==> src/rtl/apb_sram_slave.sv <==
// APB4 memory slave: parametrised depth, base address and wait states, byte-strobe
// writes, registered read data and PSLVERR on out-of-range or misaligned accesses.
module apb_sram_slave #(
    parameter logic [31:0] ADDR_BASE   = 32'h1000_0000,
    parameter int unsigned DEPTH_LOG2  = 4,
    parameter int unsigned WAIT_STATES = 0
) (
    input  logic        PCLK,
    input  logic        PRESET,
    input  logic [31:0] PADDR,
    input  logic        PSEL,
    input  logic        PENABLE,
    input  logic        PWRITE,
    input  logic [31:0] PWDATA,
    input  logic [3:0]  PSTRB,
    output logic [31:0] PRDATA,
    output logic        PREADY,
    output logic        PSLVERR
);

    localparam int unsigned DEPTH    = 1 << DEPTH_LOG2;
    localparam logic [31:0] SPAN     = 32'(DEPTH) << 2;
    localparam logic [3:0]  CNT_INIT = 4'(WAIT_STATES == 0 ? 0 : WAIT_STATES - 1);

    typedef enum logic [1:0] {S_IDLE, S_WAIT, S_RESP} state_e;

    state_e                state_q, state_d;
    logic [3:0]            cnt_q, cnt_d;

    logic [DEPTH_LOG2-1:0] idx_q;
    logic                  write_q;
    logic [31:0]           wdata_q;
    logic [3:0]            strb_q;
    logic                  err_q;

    logic [31:0]           prdata_q;
    logic                  pslverr_q;
    logic [31:0]           mem_q [DEPTH];

    logic                  setup;
    logic [31:0]           offset;
    logic                  in_err;
    logic [DEPTH_LOG2-1:0] in_idx;

    logic                  cur_write;
    logic                  cur_err;
    logic [DEPTH_LOG2-1:0] cur_idx;
    logic [31:0]           cur_wdata;
    logic [3:0]            cur_strb;
    logic                  commit;
    logic                  mem_we;

    assign setup  = PSEL && !PENABLE;
    assign offset = PADDR - ADDR_BASE;
    assign in_err = (offset >= SPAN) || (PADDR[1:0] != 2'b00);
    assign in_idx = offset[DEPTH_LOG2+1:2];

    // With zero wait states the commit edge is the setup edge itself, so the
    // transfer attributes come straight from the bus while still in IDLE.
    always_comb begin
        if (state_q == S_IDLE) begin
            cur_write = PWRITE;
            cur_err   = in_err;
            cur_idx   = in_idx;
            cur_wdata = PWDATA;
            cur_strb  = PSTRB;
        end else begin
            cur_write = write_q;
            cur_err   = err_q;
            cur_idx   = idx_q;
            cur_wdata = wdata_q;
            cur_strb  = strb_q;
        end
    end

    assign commit = !PRESET && (state_d == S_RESP) && (state_q != S_RESP);
    assign mem_we = commit && cur_write && !cur_err;

    // State register
    always_ff @(posedge PCLK) begin
        if (PRESET) begin
            state_q <= S_IDLE;
            cnt_q   <= 4'd0;
        end else begin
            state_q <= state_d;
            cnt_q   <= cnt_d;
        end
    end

    // Next-state logic
    always_comb begin
        state_d = state_q;
        cnt_d   = cnt_q;
        unique case (state_q)
            S_IDLE: begin
                if (setup) begin
                    if (WAIT_STATES == 0) begin
                        state_d = S_RESP;
                    end else begin
                        state_d = S_WAIT;
                        cnt_d   = CNT_INIT;
                    end
                end
            end
            S_WAIT: begin
                if (!PSEL) begin
                    state_d = S_IDLE;
                end else if (cnt_q == 4'd0) begin
                    state_d = S_RESP;
                end else begin
                    cnt_d = cnt_q - 4'd1;
                end
            end
            S_RESP:  state_d = S_IDLE;
            default: state_d = S_IDLE;
        endcase
    end

    // Setup-phase capture; these are qualified by the FSM and need no reset.
    always_ff @(posedge PCLK) begin
        if (state_q == S_IDLE && setup) begin
            idx_q   <= in_idx;
            write_q <= PWRITE;
            wdata_q <= PWDATA;
            strb_q  <= PSTRB;
            err_q   <= in_err;
        end
    end

    always_ff @(posedge PCLK) begin
        if (PRESET) begin
            prdata_q  <= 32'd0;
            pslverr_q <= 1'b0;
        end else if (commit) begin
            prdata_q  <= (cur_err || cur_write) ? 32'd0 : mem_q[cur_idx];
            pslverr_q <= cur_err;
        end else begin
            prdata_q  <= 32'd0;
            pslverr_q <= 1'b0;
        end
    end

    // NOTE: the array has no reset branch so it maps onto plain RAM; its
    // contents survive PRESET and are undefined after power-up.
    always_ff @(posedge PCLK) begin
        if (mem_we) begin
            for (int i = 0; i < 4; i++) begin
                if (cur_strb[i]) begin
                    mem_q[cur_idx][8*i +: 8] <= cur_wdata[8*i +: 8];
                end
            end
        end
    end

    // Output logic
    always_comb begin
        PREADY  = (state_q == S_RESP);
        PSLVERR = pslverr_q;
        PRDATA  = prdata_q;
    end

endmodule

==> config.mk <==
export PLATFORM = sky130hd
export DESIGN_NAME = apb_sram_slave
export DESIGN_NICKNAME = d
export VERILOG_FILES = /design/src/rtl/apb_sram_slave.sv
export SDC_FILE = /design/constraint.sdc
export NUM_CORES = 1
export LEC_CHECK = 0
export CAP_MARGIN = 10
export CORE_MARGIN = 3
export CORE_UTILIZATION = 45
export DETAILED_ROUTE_END_ITERATION = 12
export HOLD_SLACK_MARGIN = 0.03
export PLACE_DENSITY = 0.69
export SLEW_MARGIN = 20
export SYNTH_ARGS = -nofsm -noshare
export SYNTH_HDL_FRONTEND = slang
export SYNTH_SLANG_ARGS = --single-unit
==> constraint.sdc <==
create_clock -name PCLK -period 4.7 [get_ports PCLK]
set_input_delay 1.175 -clock PCLK [delete_from_list [all_inputs] [get_ports PCLK]]
set_output_delay 1.175 -clock PCLK [all_outputs]
set_load 0.1 [all_outputs]
==> results.cfg, run 1 <==
[route]
first_pass_iters = 7
wl_per_cell_um = 23.55
routed.top_layer = met4
drc = 0
wl_met1_mm = 22.29
wl_mm = 52.61
wl_met3_mm = 3.135
drtAntennaViolNets = 0
met2_length_mm = 25.78
vias_per_cell = 5.711
drt_iter0_drc = 1177
vias = 12760

[yosys]
synth_edf_count = 554
yosysUniqueCellTypes = 44
synth_compound_area_share_pct = 15.63
synth_area_leaders = edfxtp_1, a22o_1, dfxtp_1
synth_ff_type = edfxtp_1
yosys_warnings = 0
synthAdderAreaFrac_pct = 0.05580
yosysTopAreaCell = edfxtp_1
synth_top_area_share_pct = 74.20
ys_ff_latch = 593
syn_area_per_cell_um2 = 16.61
async_flop_share_pct = 0
yosysMostFrequentCell = edfxtp_1
synth_simple_gate_area_share_pct = 4.453
yosysSeqAreaShare_pct = 77.68
syn-cell-area_mm2 = 0.02242
synth_nets = 1424
synth_top_cells_by_count = edfxtp_1, a22o_1, nand2_1
synth_mux_area_share_pct = 0.04464
synth_top_family_by_area = compound AO/OA/AOI/OAI gates
synth-xor-area-share_pct = 0.1172
syn_inst = 1350

[setup_path]
worstPathRequired_ps = 3520
crit_path_start_kind = register
cp_max_fo = 8
critical_path.endpoint_type = output pin
critical_path_class = register to output pin
arrival_ps = 2420

[floorplanning]
io_pins = 107
die_h_um = 229.2
row_count = 81
die-area_mm2 = 0.05254
start_util_pct = 45.71
fp.dieW_um = 229.2
core_area_mm2 = 0.04905

[timing]
period_share_pct = 76.59
fin_tns_setup_ps = 0
slew_viol_final = 0
relSlewSlack_pct = 31.70
hold_ws_ps = 514.1
fmax_ghz = 0.2778
min_period_ps = 3600
hold_viol = 0
tightest_slew_ps = 1024
fin_skew_ps = 13.24
rsz0062_at_grt = false
setup_violations = 0

[power]
p_per_area_mw_per_mm2 = 413.8
peakVddDrop_uv = 349.8
power_mw = 11.00
power_leakage_nw = 8.699

[clocking]
root_buffer = clkbuf_16
htree_num_levels = 2
ctsHoldBuffers = 0
cts_buffers = 57
worstSkewPairLatency_ps = 610
cts_buffer_depth = 3
postCtsSetupBuffers = 0
clk_pin_slew_ps = 60
cts_resized = 0
cts_tree = built
cts_sinks = 593

[global_routing]
grt.total_usage_pct = 19.86
antenna_found_initial = 0
grt_pass1_vias = 12870
overflow = 0
grt_pass1_wl_mm = 79.65
grt_max_degree = 67

[cells_and_area]
drive_gt1_share_pct = 14.08
area_growth_syn_to_layout_pct = 18.50
nFillCells = 3827
nNetsFinal = 1595
antennaDiodeCount = 0

[hold_path]
hold_path_class = register to register

[status]
outcome = complete, no violations

[placement]
gp_congestion = 0.7755
io_buffers = 106
dp_hpwl_mm = 33.54

[flow_run]
max_cap_viol_count = 0
[area by class of cell]
| type | instances | area (um^2) | share of cell area (%) |
|---|---|---|---|
| Inverter | 4 | 15.01 | 0.05651 |
| Timing Repair Buffer | 198 | 1777 | 6.687 |
| Tap cell | 664 | 830.8 | 3.127 |
| Sequential cell | 593 | 17420 | 65.55 |
| Multi-Input combinational cell | 667 | 4611 | 17.35 |
| Clock inverter | 23 | 249.0 | 0.9371 |
| Clock buffer | 85 | 1672 | 6.291 |
[where the power goes]
part	internal, mW	total [mW]	leakage (nW)	switching, mW
Sequential	5.82	5.83	5.31	0.00708
Combinational	0.200	0.596	2.46	0.396
Clock	2.68	4.57	0.930	1.89
Total	8.70	11.0	8.70	2.29
[placed cells by master (no fill, tap or decap), types with 3 or more instances in the layout]
cell | netlist | layout
a22o_1 | 256 | 256
a41oi_1 | 6 | 6
a41oi_2 | 26 | 26
buf_4 | 6 | 90
bufinv_16 | 0 | 4
clkbuf_1 | 19 | 14
clkbuf_16 | 0 | 57
clkbuf_8 | 0 | 14
clkdlybuf4s50_1 | 0 | 106
clkinv_1 | 0 | 5
clkinv_2 | 0 | 6
clkinvlp_4 | 0 | 4
dfxtp_1 | 39 | 39
edfxtp_1 | 554 | 554
inv_1 | 4 | 4
nand2_1 | 120 | 120
nand2b_1 | 3 | 3
nand3_1 | 16 | 16
nor2_1 | 65 | 65
nor2b_1 | 3 | 3
nor3_1 | 4 | 4
nor4_1 | 7 | 7
o21ai_0 | 41 | 41
o21ai_1 | 88 | 87
o21ai_4 | 0 | 3
o31ai_4 | 3 | 5
[metal layers]
metal	vias to the layer above	GRT usage [%]
li1	5756	-
met1	6499	26.98
met2	414	33.07
met3	90	3.010
met4	0	6.569
met5	-	0
[critical path, cell delays in order (launching register included)]
cell	delay [ps]
dfxtp_1	490
nor2b_1	180
clkdlybuf4s50_1	1150
[metrics by stage]
step           worst slack [ps]  area (um^2)  std cells  utilization [%]
3_3_place_gp              708.6        24650       2126            50.25
4_1_cts                    1070        26570       2234            54.17
6_report                   1100        26570       2234            54.17
3_5_place_dp              689.4        24650       2126            50.25
2_1_floorplan              1405        22430       1350                -
5_1_grt                    1029        26570       2234            54.17
[state kept, by name, summed over array words and instances (netlist names)]
register,count
cnt_q,4
PSLVERR,1
mem_q,512
idx_q,4
state_q,2
err_q,1
strb_q,4
wdata_q,32
PRDATA,32
write_q,1
[logic make-up after synthesis]
family,Yosys count
AO/OA/AOI/OAI,429
flip-flops,593
buffers and inverters,90
adder cells (fa/ha/maj),1
AND/OR/NAND/NOR,233
XOR/XNOR,3
multiplexers,1
[path summary, 6_finish.rpt]
check	start	slack, ps	to	cells past startpoint
setup / recovery	state_q[1]	1100	PREADY	2
hold / removal	cnt_q[1]	510	cnt_q[1]	2
hold reg to reg	cnt_q[1]	510	cnt_q[1]	2
setup reg to reg	state_q[0]	1510	mem_q[15][24]	7
Power figures use the tool's default switching activity.
==> run 2, diff against run 1 <==
==> constraint.sdc (replaced) <==
create_clock -name PCLK -period 3 [get_ports PCLK]
set_input_delay 0.75 -clock PCLK [delete_from_list [all_inputs] [get_ports PCLK]]
set_output_delay 0.75 -clock PCLK [all_outputs]
set_load 0.1 [all_outputs]
==> run 2 against run 1 <==
Compared with the run above: register-to-register slack worse by 1200 ps; clock power is 62% higher; non-clock buffer count is 76 higher; setup slack worse by 770 ps; total power is 60% higher; cell area is 2.6% higher; critical path depth is 3 higher; clock skew is 4.6 ps higher; clock-buffer cell count is 7 lower; sequential share of layout area is 1.7 points lower; via count is 3.5% higher; critical endpoint is now mem_q[11][18].
==> results.cfg, run 2 (synthesis results as in run 1) <==
[cells_and_area]
drive_gt1_share_pct = 20.10
regArea_mm2 = 0.01742
top_register = mem_q
nNetsFinal = 1672
multiInputGateArea_mm2 = 0.004611
antennaDiodeCount = 0
layout.cells.most_common_list = edfxtp_1, a22o_1, buf_4, nand2_1, o21ai_1
nFillCells = 3805
largest_register_ffs = 512
mostFrequentLayoutCell = edfxtp_1
area_growth_syn_to_layout_pct = 21.60
fin_util_pct = 55.58

[placement]
place_ws_ps = -176.6
dp_hpwl_mm = 36.17
io_buffers = 106
gp_congestion = 0.8354

[flow_run]
max_cap_viol_count = 0

[setup_path]
cp_max_fo = 15
critical_path_class = register to register
critPathMaxStageDelay_ps = 520
reg2reg_from = state_q[0]
crit_path_start = state_q[0]
path_buf_inv = 1
cpLargestDelayFamily = simple AND/OR/NAND/NOR gates
arrival_ps = 2980
path_depth = 5
reg2reg_depth = 5
worstPathRequired_ps = 3310
slowest_stage = or2_2
crit_path_start_kind = register
setup.worst_path.end = mem_q[11][18]
critical_path.endpoint_type = register
r2r_end = mem_q[11][18]
r2r_setup_slack_ps = 330
crit_chain = or2_2, o31ai_4, nand2_1, nor2_1, buf_4

[route]
vias_per_cell = 5.713
vias = 13200
wl_mm = 54.70
drtAntennaViolNets = 0
wl_per_cell_um = 23.67
drc = 0
drt_iter0_drc = 1328
first_pass_iters = 5

[clocking]
cts_resized = 0
root_buffer = clkbuf_16
cts_buffer_depth = 3
ctsHoldBuffers = 0
postCtsSetupBuffers = 0
cts_sinks = 593
htree_num_levels = 2
cts_tree = built
cts_buffers = 58
clk_pin_slew_ps = 60
worstSkewPairLatency_ps = 620

[global_routing]
overflow = 0
grt.total_usage_pct = 20.65
antenna_found_initial = 0
grt_pass1_vias = 13430
grt_max_degree = 49
grt_pass1_wl_mm = 82.12

[timing]
hold_viol = 0
tightest_slew_ps = 675.7
slew_viol_final = 0
fmax_ghz = 0.3745
fin_skew_ps = 17.88
min_period_ps = 2671
fin_tns_setup_ps = 0
fin_ws_ps = 329.4
relSlewSlack_pct = 54.84
period_share_pct = 89.02
setup_violations = 0
rsz0062_at_grt = false

[power]
peakVddDrop_uv = 484.3
p_per_area_mw_per_mm2 = 645.9
power_leakage_nw = 9.216
p_seq_share_pct = 51.8
pwr-share-clk_pct = 42.1
p_int_mw = 13.95
swShare_pct = 20.79
comb_power_share_pct = 6.0
power_mw = 17.61
p_sw_mw = 3.662

[floorplanning]
start_util_pct = 45.71
die-area_mm2 = 0.05254
die_h_um = 229.2
io_pins = 107
core_area_mm2 = 0.04905
row_count = 81
fp.dieW_um = 229.2

[status]
outcome = complete, no violations

[hold_path]
hold_path_class = register to register
## run 2: final cells by class
type,instances,share of cell area [%]
flip-flops and latches,593,63.88
multi-input cells,667,16.91
repair buffers,274,8.848
clock buffers,78,5.860
well taps,664,3.047
clock inverters,31,1.400
inverters,4,0.05507
## run 2: worst register-to-register path: cells and delay by family, from the launching register on
kind / cells / cell delay, ps
AOI/OAI and AO/OA: 1 / 530
DFF: 1 / 420
and+or+nand+nor: 3 / 1220
buffers and inverters: 1 / 220
## run 2: layer usage
metal  vias up  global-route usage (%)  wire length (um)
met5         -                       0                 0
met4         0                   9.059              2233
met3       120                   3.197              4084
met2       632                   33.77             26310
met1      6538                   27.61             22070
li1       5913                       -                 -
## run 2: worst min path at each step
| stage | startpoint | endpoint | slack, ps | depth (start not counted) |
|---|---|---|---|---|
| 2_1_floorplan | cnt_q[3] | cnt_q[3] | 480 | 2 |
| 3_3_place_gp | cnt_q[3] | cnt_q[3] | 500 | 2 |
| 3_5_place_dp | cnt_q[3] | cnt_q[3] | 500 | 2 |
| 4_1_cts | cnt_q[3] | cnt_q[3] | 520 | 2 |
| 5_1_grt | cnt_q[3] | cnt_q[3] | 570 | 2 |
| 6_report | cnt_q[3] | cnt_q[3] | 520 | 2 |
## run 2: per-stage QoR
| step | hold slack, ps | area, um^2 | instances |
|---|---|---|---|
| after floorplan | 478.0 | 22430 | 1350 |
| after global placement | 502.3 | 25290 | 2202 |
| after detailed placement | 503.4 | 25290 | 2202 |
| after CTS | 521.5 | 27260 | 2311 |
| after global routing | 566.5 | 27260 | 2311 |
| final | 516.3 | 27260 | 2311 |
## run 2: power groups by stage
stage	logic, mW	clock network, mW	registers, mW
3_3_place_gp	1.04	0	9.30
5_1_grt	1.14	7.88	9.13
3_5_place_dp	1.06	0	9.31
4_1_cts	1.07	7.55	9.13
6_report	1.06	7.42	9.13
2_1_floorplan	0.545	0	9.31
